--- config.mk ---
export PLATFORM = sky130hd
export DESIGN_NAME = fb_access_arbiter
export DESIGN_NICKNAME = d
export VERILOG_FILES = /design/src/rtl/fb_pkg.sv /design/src/rtl/paint_fifo.sv /design/src/rtl/fb_access_arbiter.sv
export SDC_FILE = /design/constraint.sdc
export NUM_CORES = 1
export LEC_CHECK = 0
export BUFFER_PORTS_ARGS = -buffer_cell sky130_fd_sc_hd__buf_2
export CORE_ASPECT_RATIO = 0.8
export CORE_UTILIZATION = 44
export DETAILED_ROUTE_END_ITERATION = 12
export HOLD_SLACK_MARGIN = 0.1
export SLEW_MARGIN = 10
export SYNTH_ARGS = -nofsm -noshare
export SYNTH_HDL_FRONTEND = slang
export SYNTH_SLANG_ARGS = --single-unit
--- constraint.sdc ---
create_clock -name clk -period 5.5 [get_ports clk]
set_input_delay 1.375 -clock clk [delete_from_list [all_inputs] [get_ports clk]]
set_output_delay 1.375 -clock clk [all_outputs]
set_load 0.02 [all_outputs]
--- src/rtl/fb_pkg.sv ---
// Shared frame-buffer types: resolution defaults, FSM states, queued paint entry and
// the pixel-address helper.
package fb_pkg;

   localparam int H_RES     = 640;
   localparam int V_RES     = 480;
   localparam int COLOR_W   = 3;
   localparam int FB_ADDR_W = 19;
   localparam int COORD_W   = 10;

   typedef enum logic {
      IDLE  = 1'b0,
      CLEAR = 1'b1
   } fb_state_t;

   typedef logic [FB_ADDR_W-1:0] fb_addr_t;

   typedef struct packed {
      fb_addr_t           addr;
      logic [COLOR_W-1:0] color;
   } paint_entry_t;

   // Row-major linear address; the product is deliberately truncated to FB_ADDR_W.
   function automatic fb_addr_t pix_addr(input logic [COORD_W-1:0] x,
                                         input logic [COORD_W-1:0] y,
                                         input int h_res);
      return fb_addr_t'(y) * fb_addr_t'(h_res) + fb_addr_t'(x);
   endfunction

endpackage

--- src/rtl/paint_fifo.sv ---
// Synchronous FIFO of pending paint writes; head entry is visible combinationally, pop is
// seen the same cycle. A push while full is taken only if a pop happens in that cycle.
module paint_fifo
   import fb_pkg::*;
#(
   parameter int DEPTH = 4
) (
   input  logic         clk,
   input  logic         reset_n,
   input  logic         push,
   input  paint_entry_t push_entry,
   input  logic         pop,
   output paint_entry_t head_entry,
   output logic         full,
   output logic         empty
);

   localparam int               PTR_W    = (DEPTH > 1) ? $clog2(DEPTH) : 1;
   localparam logic [PTR_W-1:0] LAST_PTR = PTR_W'(DEPTH - 1);
   localparam logic [PTR_W-1:0] PTR_ONE  = PTR_W'(1);
   localparam logic [PTR_W:0]   FULL_CNT = (PTR_W + 1)'(DEPTH);
   localparam logic [PTR_W:0]   CNT_ONE  = (PTR_W + 1)'(1);

   paint_entry_t     slots [DEPTH];
   logic [PTR_W-1:0] wr_ptr;
   logic [PTR_W-1:0] rd_ptr;
   logic [PTR_W:0]   count;
   logic             do_push;
   logic             do_pop;

   assign full       = (count == FULL_CNT);
   assign empty      = (count == '0);
   assign do_pop     = pop && !empty;
   assign do_push    = push && (!full || do_pop);
   assign head_entry = slots[rd_ptr];

   always_ff @(posedge clk or negedge reset_n) begin
      if (!reset_n) begin
         wr_ptr <= '0;
         rd_ptr <= '0;
         count  <= '0;
      end else begin
         if (do_push) wr_ptr <= (wr_ptr == LAST_PTR) ? '0 : wr_ptr + PTR_ONE;
         if (do_pop)  rd_ptr <= (rd_ptr == LAST_PTR) ? '0 : rd_ptr + PTR_ONE;
         case ({do_push, do_pop})
            2'b10:   count <= count + CNT_ONE;
            2'b01:   count <= count - CNT_ONE;
            default: count <= count;
         endcase
      end
   end

   // Storage needs no reset: the pointers decide which slots are meaningful.
   always_ff @(posedge clk) begin
      if (do_push) slots[wr_ptr] <= push_entry;
   end

endmodule

--- src/rtl/fb_access_arbiter.sv ---
// Single-port frame-buffer arbiter: scanout read > clear fill > queued paint write, one access
// per cycle, address combinational; display is never stalled, paints drop when the queue is full.
module fb_access_arbiter
   import fb_pkg::*;
#(
   parameter int H_RES      = fb_pkg::H_RES,
   parameter int V_RES      = fb_pkg::V_RES,
   parameter int COLOR_W    = fb_pkg::COLOR_W,
   parameter int FIFO_DEPTH = 4
) (
   input  logic                 clk,
   input  logic                 reset_n,
   input  logic                 disp_req,
   input  logic [9:0]           disp_x,
   input  logic [9:0]           disp_y,
   output logic                 disp_valid,
   output logic [COLOR_W-1:0]   disp_data,
   input  logic                 paint_req,
   input  logic [9:0]           paint_x,
   input  logic [9:0]           paint_y,
   input  logic [COLOR_W-1:0]   paint_color,
   input  logic                 clear_req,
   input  logic [COLOR_W-1:0]   clear_color,
   output logic                 busy,
   output logic                 paint_drop,
   output logic [FB_ADDR_W-1:0] mem_addr,
   output logic                 mem_we,
   output logic [COLOR_W-1:0]   mem_wdata,
   input  logic [COLOR_W-1:0]   mem_rdata
);

   localparam fb_addr_t    LAST_ADDR = fb_addr_t'(H_RES * V_RES - 1);
   localparam fb_addr_t    ADDR_ONE  = fb_addr_t'(1);
   localparam logic [10:0] X_LIM     = 11'(H_RES);
   localparam logic [10:0] Y_LIM     = 11'(V_RES);

   fb_state_t          state_q, state_d;
   fb_addr_t           clear_addr_q, clear_addr_d;
   logic [COLOR_W-1:0] clear_color_q, clear_color_d;
   fb_addr_t           addr_hold_q;
   logic               paint_req_q;
   logic [9:0]         last_x_q, last_y_q;
   logic               disp_valid_q;

   paint_entry_t       fifo_head;
   paint_entry_t       new_entry;
   logic               fifo_full, fifo_empty, fifo_pop;
   logic               in_range, coord_new, enq_try, enq_push;

   // An enqueue is attempted on a press edge or a cursor move; a dropped attempt still
   // becomes the reference coordinate so a held button cannot pulse paint_drop every cycle.
   assign in_range  = ({1'b0, paint_x} < X_LIM) && ({1'b0, paint_y} < Y_LIM);
   assign coord_new = !paint_req_q || (paint_x != last_x_q) || (paint_y != last_y_q);
   assign enq_try   = paint_req && coord_new && in_range;
   assign fifo_pop  = (state_q == IDLE) && !disp_req && !fifo_empty;
   assign enq_push  = enq_try && (!fifo_full || fifo_pop);
   assign paint_drop = enq_try && fifo_full && !fifo_pop;

   assign new_entry.addr  = pix_addr(paint_x, paint_y, H_RES);
   assign new_entry.color = paint_color;

   paint_fifo #(
      .DEPTH(FIFO_DEPTH)
   ) u_paint_fifo (
      .clk       (clk),
      .reset_n   (reset_n),
      .push      (enq_push),
      .push_entry(new_entry),
      .pop       (fifo_pop),
      .head_entry(fifo_head),
      .full      (fifo_full),
      .empty     (fifo_empty)
   );

   always_comb begin
      state_d       = state_q;
      clear_addr_d  = clear_addr_q;
      clear_color_d = clear_color_q;
      mem_we        = 1'b0;
      mem_addr      = addr_hold_q;
      mem_wdata     = '0;

      if (disp_req) begin
         mem_addr = pix_addr(disp_x, disp_y, H_RES);
      end else if (state_q == CLEAR) begin
         mem_we    = 1'b1;
         mem_addr  = clear_addr_q;
         mem_wdata = clear_color_q;
      end else if (!fifo_empty) begin
         mem_we    = 1'b1;
         mem_addr  = fifo_head.addr;
         mem_wdata = fifo_head.color;
      end

      case (state_q)
         IDLE: begin
            if (clear_req) begin
               state_d       = CLEAR;
               clear_addr_d  = '0;
               clear_color_d = clear_color;
            end
         end
         CLEAR: begin
            if (!disp_req) begin
               if (clear_addr_q == LAST_ADDR) state_d = IDLE;
               else                           clear_addr_d = clear_addr_q + ADDR_ONE;
            end
         end
         default: state_d = IDLE;
      endcase

      // Memory port is quiet the moment reset asserts, even with inputs still active.
      if (!reset_n) begin
         mem_we    = 1'b0;
         mem_addr  = '0;
         mem_wdata = '0;
      end
   end

   always_ff @(posedge clk or negedge reset_n) begin
      if (!reset_n) begin
         state_q       <= IDLE;
         clear_addr_q  <= '0;
         clear_color_q <= '0;
         addr_hold_q   <= '0;
         paint_req_q   <= 1'b0;
         last_x_q      <= '0;
         last_y_q      <= '0;
         disp_valid_q  <= 1'b0;
      end else begin
         state_q       <= state_d;
         clear_addr_q  <= clear_addr_d;
         clear_color_q <= clear_color_d;
         addr_hold_q   <= mem_addr;
         paint_req_q   <= paint_req;
         disp_valid_q  <= disp_req;
         if (enq_try) begin
            last_x_q <= paint_x;
            last_y_q <= paint_y;
         end
      end
   end

   assign busy       = (state_q == CLEAR);
   assign disp_valid = disp_valid_q;
   assign disp_data  = reset_n ? mem_rdata : '0;

endmodule
Yosys cells after proc, flatten, opt, wreduce, memory -nomap -nowiden
Memories as Yosys holds them, arrays and structs flattened.
Index checks and enable logic that the tools add are counted.
- multipliers: 2
- order comparisons: 2
- reduce and logical (&&, ||, !) cells: 23
- bitwise gates (word level): 1
- muxes and demuxes: 26
- equal/unequal tests: 11
- shifts and indexed selects: 0
- divide/modulo/power cells: 0
- $add $sub $neg: 7
- operator list (operator ; number):
    $mux W19 ; 7
    $add A19 B10 Y19 ; 2
    $pmux W19 S2 ; 1
    $mul A10 B3 Y12 const B ; 2
    $ne A10 B10 Y1 ; 2
    $add A19 B1 Y19 const B ; 1
    $eq A19 B19 Y1 const B ; 1
    $mux W3 ; 5
    $logic_and A1 B1 Y1 ; 10
    $lt A10 B10 Y1 const B ; 1
    $lt A10 B9 Y1 const B ; 1
    $mux W1 ; 9
    $eq A2 B2 Y1 const B ; 3
    $ne A2 B2 Y1 const B ; 3
    $pmux W3 S2 ; 1
    $logic_not A1 Y1 ; 5
    $add A2 B1 Y2 const B ; 2
    $logic_or A1 B1 Y1 ; 4
    $mux W2 ; 2
    $add A3 B1 Y3 const B ; 1
    $eq A3 B3 Y1 const B ; 1
    $logic_not A3 Y1 ; 1
    $reduce_and A3 Y1 ; 1
    $sub A3 B1 Y3 const B ; 1
    other kinds (5) ; 5
- memory bits (writable): 88
- latch bits: 0
- logic and storage cells: 84
- memories: 1
- bits in read-only memories: 0
- output and inout port bits: 29
- register bits: 71
- memories (name ; depth ; width ; read ports ; clocked after Yosys merged registers in ; write ports ; line ; RTL):
    u_paint_fifo.slots ; 4 ; 22 ; 1 ; 0 ; 1 ; paint_fifo.sv:24 ; paint_entry_t slots [DEPTH];

Logic depth before layout (Yosys ltp)
- word-level depth: 9
- depth in mapped cells: 12
- depth with buffers taken out: 12

Hierarchy
Synthesis repeated with hierarchy kept, for this count alone.
- cells, all modules: 662
- area total of the unflattened synthesis: 8499.4 um2
- by module, submodules not included (module ; area each (um2) ; cells each ; instances):
    fb_access_arbiter ; 4869.7 ; 506 ; 1
    paint_fifo ; 3629.7 ; 156 ; 1

Least setup slack after synthesis
No wires, ideal clock.
- path type: input port to output port
- start: input port disp_y[1]
- end: output port mem_addr[18]
- setup slack: 0.244 ns
- buffers on the path: 0
- stages on the path: 9
- arrival time: 3.881 ns
- path through: ha_1 ha_1 fa_1 a211oi_1 nor2_1 nor2_1 nand3_2 or3_1 o211ai_1
- cells in the longest elaborated chain, start to end: 4
- ends and longest elaborated chain (item ; line ; RTL):
    from (decl) ; fb_access_arbiter.sv:15 ; input logic [9:0] disp_y,
    $mul A10 B3 Y12 ; fb_pkg.sv:27 ; return fb_addr_t'(y) * fb_addr_t'(h_res) + fb_addr_t'(x);
    $add A19 B10 Y19 ; fb_pkg.sv:27 ;
    $mux W19 ; fb_access_arbiter.sv:83 ; if (disp_req) begin
    $mux W19 ; fb_access_arbiter.sv:113 ; if (!reset_n) begin
    to (decl) ; fb_access_arbiter.sv:26 ; output logic [FB_ADDR_W-1:0] mem_addr,
No other way between the ends.

Worst setup path after layout
Same ends and word-level chain as after synthesis.

==> flow_results.org <==
** Status
- Status :: finished clean

** Cells and area
- Counting the fill cells in the layout gives 1590.
- Leaving out fill and tap cells, the most frequent cell in the layout is sky130_fd_sc_hd__edfxtp_1.
- End-of-flow core utilization :: 53.0%
- The net count of the finished layout is 875.
- The repair_antennas step left the layout with diodes totalling 0.
- Most frequent cells in the layout :: 88 x sky130_fd_sc_hd__edfxtp_1, 80 x sky130_fd_sc_hd__buf_2, 71 x sky130_fd_sc_hd__dfrtp_1
- Fin area :: 9780 um^2
- In the final layout, the share of cells above drive strength 1 is 24.2%.
- Relative to the synthesized area, the layout overhead comes to 15.9%.

** Clocking
- Clock Root Buffer :: sky130_fd_sc_hd__clkbuf_16
- Sinks on Clock Net :: 159
- For the worst-skew pair, the clock arrives at the later sink with an insertion delay of 0.43 ns.
- CTS Buf Count :: 17
- Clock-pin slew was measured on the worst setup and hold paths at 0.06 ns.
- TritonCTS built the clock tree.
- H-tree depth :: 4
- Number of buffers on the longest clock path :: 2

** Synth
- In this run, synthesis produced a sequential element count of 159.
- The synthesized design spends more area on one cell type than any other, namely sky130_fd_sc_hd__edfxtp_1.
- In this run, synthesis inferred 88 flip-flops with an integrated enable.
- The netlist uses 61 different library cells.
- Fraction of registers with async set/reset :: 44.7%
- Total nets after synthesis :: 781
- Summing every instance area after synthesis gives 8440 um^2.
- Sorting the synthesized cells by area gives the leading types as sky130_fd_sc_hd__edfxtp_1 31%, sky130_fd_sc_hd__dfrtp_1 21%, sky130_fd_sc_hd__ha_1 6.7%.
- Primary FF master, synth :: sky130_fd_sc_hd__edfxtp_1
- Synthesis handed over a netlist of 677 instances.
- After synthesis, the mean cell area works out to 12.5 um^2.
- Top cell type's share of synthesized area :: 31.3%
- Sequential elements use 52.4% of the synthesized area.
- Yosys warns :: 0

** Floorplanning
- CORE AREA :: 18400 um^2
- Height of the die :: 126 um
- The initialized floorplan defines 44 standard-cell rows.
- Die Outline Area :: 19700 um^2
- The die is 157 um wide.
- For this configuration, the core starts out at a cell density of 45.8%.
- Pin placement for this block handled 83 I/O pins.

** Setup path
- Maximum net fanout on the critical path :: 3
- CP required :: 4.12 ns
- STA classifies the critical path endpoint as an output port.
- Kind of start point of the critical path :: primary input
- Data arrival time at the worst-slack endpoint :: 3.98 ns
- The worst setup path is of the primary input to output port kind.

** Timing
- Headroom to the max-slew limit came out at 22.7%.
- RSZ-0062 raised after global routing :: no
- Slew at the pin closest to its max-slew limit :: 1.16 ns
- Across the routed clock network, the largest skew measured is 0.00841 ns.
- Number of endpoints with negative hold slack in the final report :: 0
- Final setup vio count :: 0
- For the finished layout, the period the worst path requires is 5.36 ns.
- Max-slew violation count :: 0
- Max Fclk :: 187 MHz
- Share of the clock period used by the worst path :: 97.4%
- Setup TNS :: 0 ns

** Pwr
- Total leakage power :: 3.97 nW
- Power spread over the standard cell area amounts to 351 nW/um^2.
- The worst-case IR drop observed on VDD is 0.000213 V.

** Global route
- Entering global routing, the biggest net connects 44 pins.
- Vias in the first global route :: 5648
- Sum of overflow across all layers after global routing :: 0
- The first global-routing pass estimated 29200 um of wire.
- Antenna violations before repair :: 0
- GRT Resource Usage Total :: 19.5%

** Place
- After legalization and detailed placement, the total HPWL measured 13100 um.
- Dpl cell area :: 9180 um^2
- At the end of routability-driven placement, the weighted congestion stood at 0.817.
- Buffers placed on the I/O ports in this run total 82.

** Route
- After detailed routing, the number of remaining DRC violations is 0.
- Summed over all layers, the routed wires come to 18100 um.
- For this block, the initial DRC count from the detailed router was 270.
- Average wire per standard cell :: 17.4 um
- The first TritonRoute pass finished after 5 iterations.
- Via total after detailed routing :: 5574
- Number of antenna-violating nets in the routed design :: 0
- Dividing the detail-routed via count by the number of cells gives 5.38.

** Worst hold path
- Hold/Removal Path Class :: flop to flop

** Job
- Max-capacitance violation count :: 0
[metal layers]
layer | up-vias | GRT usage [%] | part of all wire (%)
li1 | 2698 | - | -
met1 | 2760 | 27.1 | 48
met2 | 101 | 31.1 | 47
met3 | 15 | 3.13 | 3.6
met4 | 0 | 6.57 | 1.1
met5 | - | 0 | 0
[through the flow]
stage	hold WS, ns	cells	setup WS (ns)	total power, W
floorplan	0.447	677	0.244	0.00209
global placement	0.467	1002	0.121	0.00230
detailed placement	0.471	1002	0.0341	0.00234
CTS	0.489	1034	0.0119	0.00347
global route	0.516	1037	0.00241	0.00361
finish	0.488	1037	0.144	0.00343
[critical path, cell delays in order]
cell and delay (ns):
sky130_fd_sc_hd__buf_2 0.12, sky130_fd_sc_hd__ha_1 0.29, sky130_fd_sc_hd__ha_2 0.22, sky130_fd_sc_hd__fa_2 0.43, sky130_fd_sc_hd__xor2_2 0.20, sky130_fd_sc_hd__nand2_1 0.12, sky130_fd_sc_hd__nor4b_4 0.30, sky130_fd_sc_hd__nand3_2 0.14
sky130_fd_sc_hd__or3_1 0.33, sky130_fd_sc_hd__o211ai_1 0.25, sky130_fd_sc_hd__buf_4 0.20
[cells in the mapped netlist, types with 3 or more instances]
cell,number
sky130_fd_sc_hd__a211oi_1,6
sky130_fd_sc_hd__nor3_1,5
sky130_fd_sc_hd__o211a_1,3
sky130_fd_sc_hd__o22ai_1,3
sky130_fd_sc_hd__dfrtp_1,71
sky130_fd_sc_hd__xnor2_1,32
sky130_fd_sc_hd__mux2_2,19
sky130_fd_sc_hd__o2111ai_1,3
sky130_fd_sc_hd__clkbuf_1,8
sky130_fd_sc_hd__nand3_1,15
sky130_fd_sc_hd__a22oi_1,3
sky130_fd_sc_hd__nor2_1,48
sky130_fd_sc_hd__nand2b_1,5
sky130_fd_sc_hd__nor3b_1,4
sky130_fd_sc_hd__nand4_1,11
sky130_fd_sc_hd__a21o_1,6
sky130_fd_sc_hd__and2_1,17
sky130_fd_sc_hd__edfxtp_1,88
sky130_fd_sc_hd__and3_1,8
sky130_fd_sc_hd__nor2b_1,7
sky130_fd_sc_hd__nand2_1,50
sky130_fd_sc_hd__mux2i_1,20
sky130_fd_sc_hd__mux4_2,22
sky130_fd_sc_hd__ha_1,45
sky130_fd_sc_hd__xor2_1,28
sky130_fd_sc_hd__or3_1,6
sky130_fd_sc_hd__fa_1,5
sky130_fd_sc_hd__buf_2,11
sky130_fd_sc_hd__o21ai_0,33
sky130_fd_sc_hd__o211ai_1,5
sky130_fd_sc_hd__buf_1,6
sky130_fd_sc_hd__o21a_1,3
sky130_fd_sc_hd__inv_1,18
sky130_fd_sc_hd__a21oi_1,26
sky130_fd_sc_hd__nand4b_1,3
[final cells by class]
type	count	area [um^2]	share of cell area (%)
clock inverter	12	96.3	0.985
timing repair buffer	100	551	5.63
sequential	159	4420	45.2
clock buffer	20	468	4.79
multi-input combinational	475	3860	39.5
tap	253	317	3.24
inverter	18	67.6	0.691
[repair_timing]
item | 4_1_cts | 5_1_grt
buffers inserted | 0 | 3
hold buffers | 0 | 0
gates resized for setup | 0 | 4
endpoints found under the setup margin | 0 | 4
[state kept, by name (all words and copies together), names as in the netlist]
register             flops
last_x_q                10
addr_hold_q             19
u_paint_fifo.rd_ptr      2
u_paint_fifo.wr_ptr      2
disp_valid               1
clear_addr_q            19
paint_req_q              1
clear_color_q            3
last_y_q                10
busy                     1
u_paint_fifo.count       3
u_paint_fifo.slots      88
[logic make-up (layout without fill, tap and decap cells)]
family / Yosys count / after routing / synth area share [%]
adders and majority gates: 50 / 50 / 7.86
buffers and inverters: 43 / 150 / 2.08
DFF: 159 / 159 / 52.4
and+or+nand+nor: 194 / 194 / 11.9
xor gates and xnor gates: 61 / 61 / 6.42
muxes: 61 / 61 / 10.8
AOI/OAI and AO/OA: 109 / 109 / 8.57
[worst paths after layout]
check,start,depth (start not counted),endpoint,slack (ns)
max reg2reg,u_paint_fifo.count[1]$_DFFE_PN0P_,12,u_paint_fifo.count[2]$_DFFE_PN0P_,2.40
max,disp_y[1],11,mem_addr[18],0.14
min,clear_color_q[2]$_DFFE_PN0P_,2,clear_color_q[2]$_DFFE_PN0P_,0.49
min reg2reg,clear_color_q[2]$_DFFE_PN0P_,2,clear_color_q[2]$_DFFE_PN0P_,0.49
max in group asynchronous,reset_n,2,addr_hold_q[0]$_DFF_PN0_,3.80
min in group asynchronous,reset_n,1,clear_color_q[2]$_DFFE_PN0P_,0.87
[power breakdown]
group / switching (W) / leakage (nW) / internal [W]
Clock: 0.000496 / 0.280 / 0.000626
Combinational: 0.000432 / 1.99 / 0.000358
Sequential: 0.000105 / 1.70 / 0.00142
Power figures use the tool's default switching activity.
